## src/rtl/avalon_arb_pkg.sv

```systemverilog
// Shared types and constants for the two-master Avalon arbiter.
package avalon_arb_pkg;

  typedef enum logic [1:0] {IDLE, GRANT0, GRANT1} arb_state_t;

  localparam int          PRIO_RR        = 0;
  localparam int          PRIO_FIXED     = 1;
  localparam logic [31:0] ABORT_READDATA = 32'h0;

  // One master's request as seen by the shared slave port
  typedef struct packed {
    logic [31:0] address;
    logic        read;
    logic        write;
    logic [31:0] writedata;
    logic [3:0]  byteenable;
  } av_req_t;

endpackage

```

## src/rtl/arb_timeout_counter.sv

```systemverilog
// Saturating stall counter; expired flags the last permitted stalled grant cycle.
module arb_timeout_counter #(
  parameter int TIMEOUT_CYCLES = 1000
) (
  input  logic clk,
  input  logic reset,
  input  logic enable,
  input  logic clear,
  output logic expired
);
  localparam int            CW    = $clog2(TIMEOUT_CYCLES) + 1;
  localparam logic [CW-1:0] LIMIT = CW'(TIMEOUT_CYCLES - 1);

  logic [CW-1:0] count;

  always_ff @(posedge clk or negedge reset) begin
    if (!reset)                        count <= '0;
    else if (clear)                    count <= '0;
    else if (enable && count != LIMIT) count <= count + 1'b1;
  end

  assign expired = (count == LIMIT);

endmodule

```

## src/rtl/avalon_bus_arbiter.sv

```systemverilog
// Two-master Avalon-MM arbiter onto one shared RAM port, with stall timeout
// and a sticky bus_error flag.
module avalon_bus_arbiter
  import avalon_arb_pkg::*;
#(
  parameter int PRIORITY_MODE  = PRIO_RR,
  parameter int TIMEOUT_CYCLES = 1000
) (
  input  logic        clk,
  input  logic        reset,
  input  logic [31:0] m0_address,
  input  logic        m0_read,
  input  logic        m0_write,
  input  logic [31:0] m0_writedata,
  input  logic [3:0]  m0_byteenable,
  output logic [31:0] m0_readdata,
  output logic        m0_waitrequest,
  input  logic [31:0] m1_address,
  input  logic        m1_read,
  input  logic        m1_write,
  input  logic [31:0] m1_writedata,
  input  logic [3:0]  m1_byteenable,
  output logic [31:0] m1_readdata,
  output logic        m1_waitrequest,
  output logic [31:0] s_address,
  output logic        s_read,
  output logic        s_write,
  output logic [31:0] s_writedata,
  output logic [3:0]  s_byteenable,
  input  logic [31:0] s_readdata,
  input  logic        s_waitrequest,
  output logic        bus_error
);
  arb_state_t     state;
  logic           last_grant;  // 1 = m1 won the last arbitration
  logic           req0, req1, pick1, owner_req, expired, timeout;
  av_req_t [1:0]  mreq;
  av_req_t        fwd;

  assign req0 = m0_read | m0_write;
  assign req1 = m1_read | m1_write;

  // A simultaneous read+write is treated as a write
  assign mreq[0] = '{address: m0_address, read: m0_read & ~m0_write, write: m0_write,
                     writedata: m0_writedata, byteenable: m0_byteenable};
  assign mreq[1] = '{address: m1_address, read: m1_read & ~m1_write, write: m1_write,
                     writedata: m1_writedata, byteenable: m1_byteenable};

  assign pick1     = (req0 && req1) ? ((PRIORITY_MODE == PRIO_FIXED) ? 1'b1 : ~last_grant) : req1;
  assign owner_req = (state == GRANT0 && req0) || (state == GRANT1 && req1);
  assign timeout   = (state != IDLE) && expired;

  arb_timeout_counter #(.TIMEOUT_CYCLES(TIMEOUT_CYCLES)) u_tmo (
    .clk     (clk),
    .reset   (reset),
    .enable  (owner_req & s_waitrequest),
    .clear   (state == IDLE),
    .expired (expired)
  );

  // Slave port stays all-zero unless the owner is actively requesting
  always_comb begin
    fwd = '0;
    if (state == GRANT0 && req0)      fwd = mreq[0];
    else if (state == GRANT1 && req1) fwd = mreq[1];
  end

  assign s_address    = fwd.address;
  assign s_read       = fwd.read;
  assign s_write      = fwd.write;
  assign s_writedata  = fwd.writedata;
  assign s_byteenable = fwd.byteenable;

  always_comb begin
    m0_waitrequest = 1'b1;
    m0_readdata    = '0;
    m1_waitrequest = 1'b1;
    m1_readdata    = '0;
    if (state == GRANT0) begin
      m0_waitrequest = s_waitrequest & ~timeout;
      m0_readdata    = timeout ? ABORT_READDATA : s_readdata;
    end else if (state == GRANT1) begin
      m1_waitrequest = s_waitrequest & ~timeout;
      m1_readdata    = timeout ? ABORT_READDATA : s_readdata;
    end
  end

  always_ff @(posedge clk or negedge reset) begin
    if (!reset) begin
      state      <= IDLE;
      last_grant <= 1'b1;
      bus_error  <= 1'b0;
    end else begin
      if (timeout) bus_error <= 1'b1;
      case (state)
        IDLE: if (req0 || req1) begin
          state      <= pick1 ? GRANT1 : GRANT0;
          last_grant <= pick1;
        end
        GRANT0, GRANT1: if (!owner_req || !s_waitrequest || timeout) state <= IDLE;
        default: state <= IDLE;
      endcase
    end
  end

endmodule

```

## config.mk

```make
export PLATFORM = sky130hd
export DESIGN_NAME = avalon_bus_arbiter
export DESIGN_NICKNAME = d
export VERILOG_FILES = /design/src/rtl/avalon_arb_pkg.sv /design/src/rtl/arb_timeout_counter.sv /design/src/rtl/avalon_bus_arbiter.sv
export SDC_FILE = /design/constraint.sdc
export NUM_CORES = 1
export LEC_CHECK = 0
export BUFFER_PORTS_ARGS = -buffer_cell sky130_fd_sc_hd__buf_2
export CORE_AREA = 5 5 116 118
export DETAILED_ROUTE_END_ITERATION = 10
export DIE_AREA = 0 0 121 123
export HOLD_SLACK_MARGIN = 0.15
export PLACE_DENSITY_LB_ADDON = 0.05
export SLEW_MARGIN = 0
export SYNTH_ARGS = -nofsm -noshare
export SYNTH_HDL_FRONTEND = slang
export SYNTH_SLANG_ARGS = --single-unit
export TNS_END_PERCENT = 1
```

## constraint.sdc

```tcl
create_clock -name clk -period 3.5 [get_ports clk]
set_input_delay 0 -clock clk [delete_from_list [all_inputs] [get_ports clk]]
set_output_delay 0 -clock clk [all_outputs]
set_load 0.005 [all_outputs]
```

[Yosys cells after proc, flatten, opt, wreduce, memory -nomap -nowiden]
Cells that the tools add are included.
Word-level totals
  flip-flop bits (word level): 15
Cells by class
  $add $sub $neg: 1
  equality and inequality tests: 6
  multiplexer cells: 16
  bitwise gates (word level): 10
  reduce and logical (&&, ||, !) cells: 17
Operators by type and width (number)
  70-bit two-way mux: 2
  32-bit two-way mux: 4
  11-bit two-way mux: 2
  11-bit by 1-bit adder with 11-bit output (second input constant): 1
  11-bit by 10-bit equality test with 1-bit output (second input constant): 1
  11-bit by 10-bit != test with 1-bit output (second input constant): 1
  2-bit two-way mux: 3
  1-bit logical AND: 5
  1-bit AND: 4
  1-bit logical OR: 4
  1-bit two-way mux: 4
  2-bit != test (second input constant): 2
  1-bit inverter: 4
  2-bit case mux with 2 select lines: 1
  2-bit AND reduction: 2
  2-bit nonzero test: 2
  2-bit by 1-bit equality test with 1-bit output (second input constant): 1
  2-bit equality test (second input constant): 1
  1-bit logical NOT: 2
  2-bit logical NOT: 1
  1-bit OR: 2
  2-bit OR reduction: 1

[Logic depth before layout (Yosys ltp)]
  word-level depth: 8
  gate-level depth with buffers: 9

[By module]
A second synthesis with hierarchy kept.
Second synthesis, totals
  cell total of the unflattened synthesis: 254
  area total of the unflattened synthesis: 2062.0 um2
By module, submodules not included
  avalon_bus_arbiter: times used 1, cells each 192, area each 1466.4 um2
  arb_timeout_counter: times used 1, cells each 62, area each 595.6 um2

[Worst setup path before layout]
No wires, ideal clock.
  kind: register to register
  start point: reg state[1]
  end point: reg u_tmo.count[9]
  setup time: 0.125 ns
  arrival: 1.847 ns
  required time: 3.375 ns
  setup slack: 1.529 ns
  stages on the path, launching flop included: 9
  buffers on the path: 2
  period minus slack after synthesis: 1.971 ns
  cells stage by stage: dfrtp_1 -> inv_1 -> ha_1 -> o21a_1 -> buf_2 -> o21ai_1 -> buf_2 -> nor4_1 -> mux2_2
On the way
  word-level cells in the longest chain between the ends: 6
Ends and longest elaborated chain
  start: declaration: line avalon_bus_arbiter.sv:34  | arb_state_t state;
  start signal: assignment: line avalon_bus_arbiter.sv:97  | state <= pick1 ? GRANT1 : GRANT0;
  2-bit by 1-bit equality test with 1-bit output / 2-bit equality test (equally long branches): line avalon_bus_arbiter.sv:50  | assign owner_req = (state == GRANT0 && req0) || (state == GRANT1 && req1);
  1-bit logical AND: line avalon_bus_arbiter.sv:50
  1-bit logical OR: line avalon_bus_arbiter.sv:50
  1-bit AND: line avalon_bus_arbiter.sv:56  | .enable (owner_req & s_waitrequest),
  1-bit logical AND: line arb_timeout_counter.sv:19  | else if (enable && count != LIMIT) count <= count + 1'b1;
  2-bit nonzero test (no source line)
  end signal: assignment: line arb_timeout_counter.sv:19
  end: declaration: line arb_timeout_counter.sv:14  | logic [CW-1:0] count;
Parallel ways exist; a longest one is shown, timed or not.
A chain may end at the register's enable or synchronous reset.

[Worst setup path after layout]
  start point: reg state[1]
  end point: out s_writedata[30]
On the way
  word-level cells in the longest chain between the ends: 4
Ends and longest elaborated chain
  2-bit equality test: line avalon_bus_arbiter.sv:65  | else if (state == GRANT1 && req1) fwd = mreq[1];
  1-bit logical AND: line avalon_bus_arbiter.sv:65
  70-bit two-way mux: line avalon_bus_arbiter.sv:65
  70-bit two-way mux (*): line avalon_bus_arbiter.sv:64  | if (state == GRANT0 && req0) fwd = mreq[0];
  end: declaration: line avalon_bus_arbiter.sv:28  | output logic [31:0] s_writedata,
Every way passes the cells marked *; elsewhere a longest branch is shown, timed or not.

==> impl_metrics.py <==
metrics = {
    "finish": {
        "fill_cells": 1352,
        "stdcell_area_um2": 3830,
        "diodes": 0,
        "area_growth_pct": 89.9,
        "final-seq-area_um2": 377,
        "final_cell_mix": "buf_2 (311), a22o_1 (68), and2_1 (64)",
        "fin_nets": 733,
        "multiInputGateArea_um2": 1540,
        "drive_gt1_share_pct": 59.0,
        "layout_commonest_cell": "buf_2",
        "fin_util_pct": 31.0,
        "final-instance-count-excl-fill": 725,
    },
    "clock_network": {
        "cts_resized": 0,
        "post-cts-setup-buffer-count": 0,
        "clkTransAtPathRegs_ns": 0.05,
        "clockBufferDepth": 2,
        "cts_sinks": 15,
        "clock_latency_ns": 0.24,
        "cts_tree": "done",
        "root_buffer": "clkbuf_16",
        "hold_buffers": 1,
        "tritoncts.num_buffers": 3,
        "h-tree-depth": 1,
    },
    "pwr": {
        "switching_power_uw": 807,
        "p_seq_share_pct": 11.8,
        "p_int_mw": 1.03,
        "p_per_area_nw_per_um2": 481,
        "switching_share_pct": 43.8,
        "ir_worst_vdd_uv": 157,
        "finalPower_mw": 1.84,
        "clock_power_share_pct": 11.9,
        "p_leak_nw": 2.28,
        "p_comb_share_pct": 76.3,
    },
    "timing": {
        "finalHoldViolCount": 0,
        "tightest_slew_ns": 0.820,
        "rsz0062_at_grt": "no",
        "max_slew_margin_pct": 45.0,
        "tns_ns": 0,
        "finClkSkew_ns": 0.00269,
        "maxSlewViolCount": 0,
        "period_minus_slack_ns": 2.49,
        "setup_violations": 0,
        "fin_crit_sh_pct": 71.1,
        "fmax_ghz": 0.402,
    },
    "synthesis": {
        "syn_inst": 256,
        "ys_ff_latch": 15,
        "ys_types": 37,
        "yosysSeqAreaShare_pct": 18.7,
        "avgSynthCellArea_um2": 7.87,
        "synth_area_um2": 2020,
        "synth.top_cell.area_share_pct": 29.5,
        "synth_top_area_cell": "a22o_1",
        "synthesis.nets": 435,
        "synth.area.top_cells": "a22o_1 (30%), and2_1 (20%), dfrtp_1 (17%)",
        "yosys_warnings": 0,
    },
    "floorplanning": {
        "start_util_pct": 16.3,
        "die_w_um": 121,
        "num_rows": 41,
        "die_height_um": 123,
        "core_area_um2": 12400,
        "dieArea_um2": 14900,
        "ioPinCount": 312,
    },
    "setup_path": {
        "rr_worst_depth": 7,
        "slowest_delay_ns": 0.55,
        "path_buf_inv": 4,
        "critPathTopFamily": "buffers and inverters",
        "path_max_fanout": 68,
        "crit_chain": "inv_1 > ha_1 > o21a_2 > buf_4 > nor2b_4 > buf_4 > a22o_1 > buf_2",
        "cp-end-kind": "output pin",
        "crit_cells": 8,
        "cp.required_ns": 3.50,
        "arrival_ns": 2.49,
        "critical_path_class": "register to output pin",
        "start_kind": "register",
        "crit_top_cell": "buf_4",
        "cp_slowest_cell": "buf_4",
    },
    "detailed_routing": {
        "first_iter_violations": 158,
        "vias_per_cell": 4.41,
        "vias": 3200,
        "drt.antenna.violating_nets": 0,
        "routed_wl_um": 13100,
        "wl_per_cell_um": 18.1,
        "drtPass1Iterations": 4,
        "drc": 0,
    },
    "place": {
        "place_area_um2": 3740,
        "gp_congestion": 0.784,
        "dp_cells": 720,
        "io_buffers": 311,
        "dp_hpwl_um": 11200,
    },
    "min_path": {
        "whs_path_depth": 4,
        "holdCritPathClass": "input pin to register",
    },
    "global_route": {
        "antenna_found_initial": 0,
        "grt_pass1_vias": 3038,
        "gr-total-overflow": 0,
        "grtUsageTotal_pct": 15.6,
        "grt_max_degree": 69,
        "grt_pass1_wl_um": 18300,
    },
    "flow_run": {
        "maxCapViolCount": 0,
    },
    "run_status": {
        "status": "complete, no violations",
    },
}
-- sequential cells by signal, summed over array words and instances, names as in the netlist --
signal       cells
u_tmo.count     11
last_grant       1
state            2
bus_error        1
-- layer usage --
metal  vias up  track usage (%)  wire [um]
met2       145             27.3       6670
met4         0             1.20         46
met5         -                0          0
met1      1499             19.8       5190
li1       1552                -          -
met3         4             4.85       1230
-- synth_stat cells --
library cell	instances
a211oi_1	2
a21o_1	2
a21oi_1	8
a22o_1	68
a22oi_1	1
a32o_1	1
and2_1	64
and4_1	1
buf_1	4
buf_2	3
clkbuf_1	17
dfrtp_1	14
dfstp_2	1
ha_1	4
inv_1	4
mux2_2	1
mux2i_1	1
nand2_1	6
nand2b_1	2
nand3_1	4
nand3b_1	1
nand4_1	2
nor2_1	6
nor2b_1	6
nor3_1	3
nor4_1	1
nor4_4	1
o2111ai_1	1
o21a_1	3
o21ai_0	9
o21ai_1	1
o31ai_1	4
or2_2	1
or3_1	3
or4_1	4
or4b_4	1
xor2_1	1
-- tightest hold or removal path, cell delays in order --
cell and delay (ns):
buf_2 0.11, o21ai_0 0.13, nand2_1 0.08, o21ai_0 0.07
-- power by group through the flow --
stage	clock network [mW]	logic, mW	registers, mW
4_1_cts	0.223	1.43	0.218
2_1_floorplan	0	0.746	0.216
3_3_place_gp	0	1.43	0.220
5_1_grt	0.231	1.56	0.221
3_5_place_dp	0	1.42	0.220
6_report	0.219	1.40	0.217
-- worst paths after layout --
| check | start | endpoint | slack (ns) |
|---|---|---|---|
| worst max-delay path | state[1]$_DFFE_PN0P_ | s_writedata[30] | 1.01 |
| min in group asynchronous | reset | u_tmo.count[9]$_DFFE_PN0P_ | 0.20 |
| worst max register to register | state[1]$_DFFE_PN0P_ | u_tmo.count[8]$_DFFE_PN0P_ | 1.27 |
| worst min-delay path | m0_read | last_grant$_DFFE_PN1P_ | 0.16 |
| worst min register to register | bus_error$_DFFE_PN0P_ | bus_error$_DFFE_PN0P_ | 0.47 |
| max in group asynchronous | reset | last_grant$_DFFE_PN1P_ | 3.00 |
-- layout make-up --
| cell class | count | area share [%] |
|---|---|---|
| clock buffer | 4 | 2.06 |
| tap | 172 | 5.62 |
| multi-input combinational | 213 | 40.2 |
| sequential | 15 | 9.84 |
| timing repair buffer | 317 | 41.9 |
| inverter | 4 | 0.392 |
-- cells by family after synthesis --
family / after synthesis / synth area share, %
xor+xnor: 1 / 0.435
flops: 15 / 18.7
fa+ha+maj: 4 / 2.48
compound gates: 100 / 39.4
simple gates: 106 / 32.5
mux: 2 / 1.06
buf+inv: 28 / 5.40
-- metrics by stage --
stage	hold WS (ns)	worst slack [ns]
after floorplan	-0.296	1.53
after global placement	-0.0658	1.29
after detailed placement	-0.0699	1.25
after CTS	0.158	0.988
after global routing	0.224	0.788
final	0.158	1.01
Power figures use the tool's default switching activity.
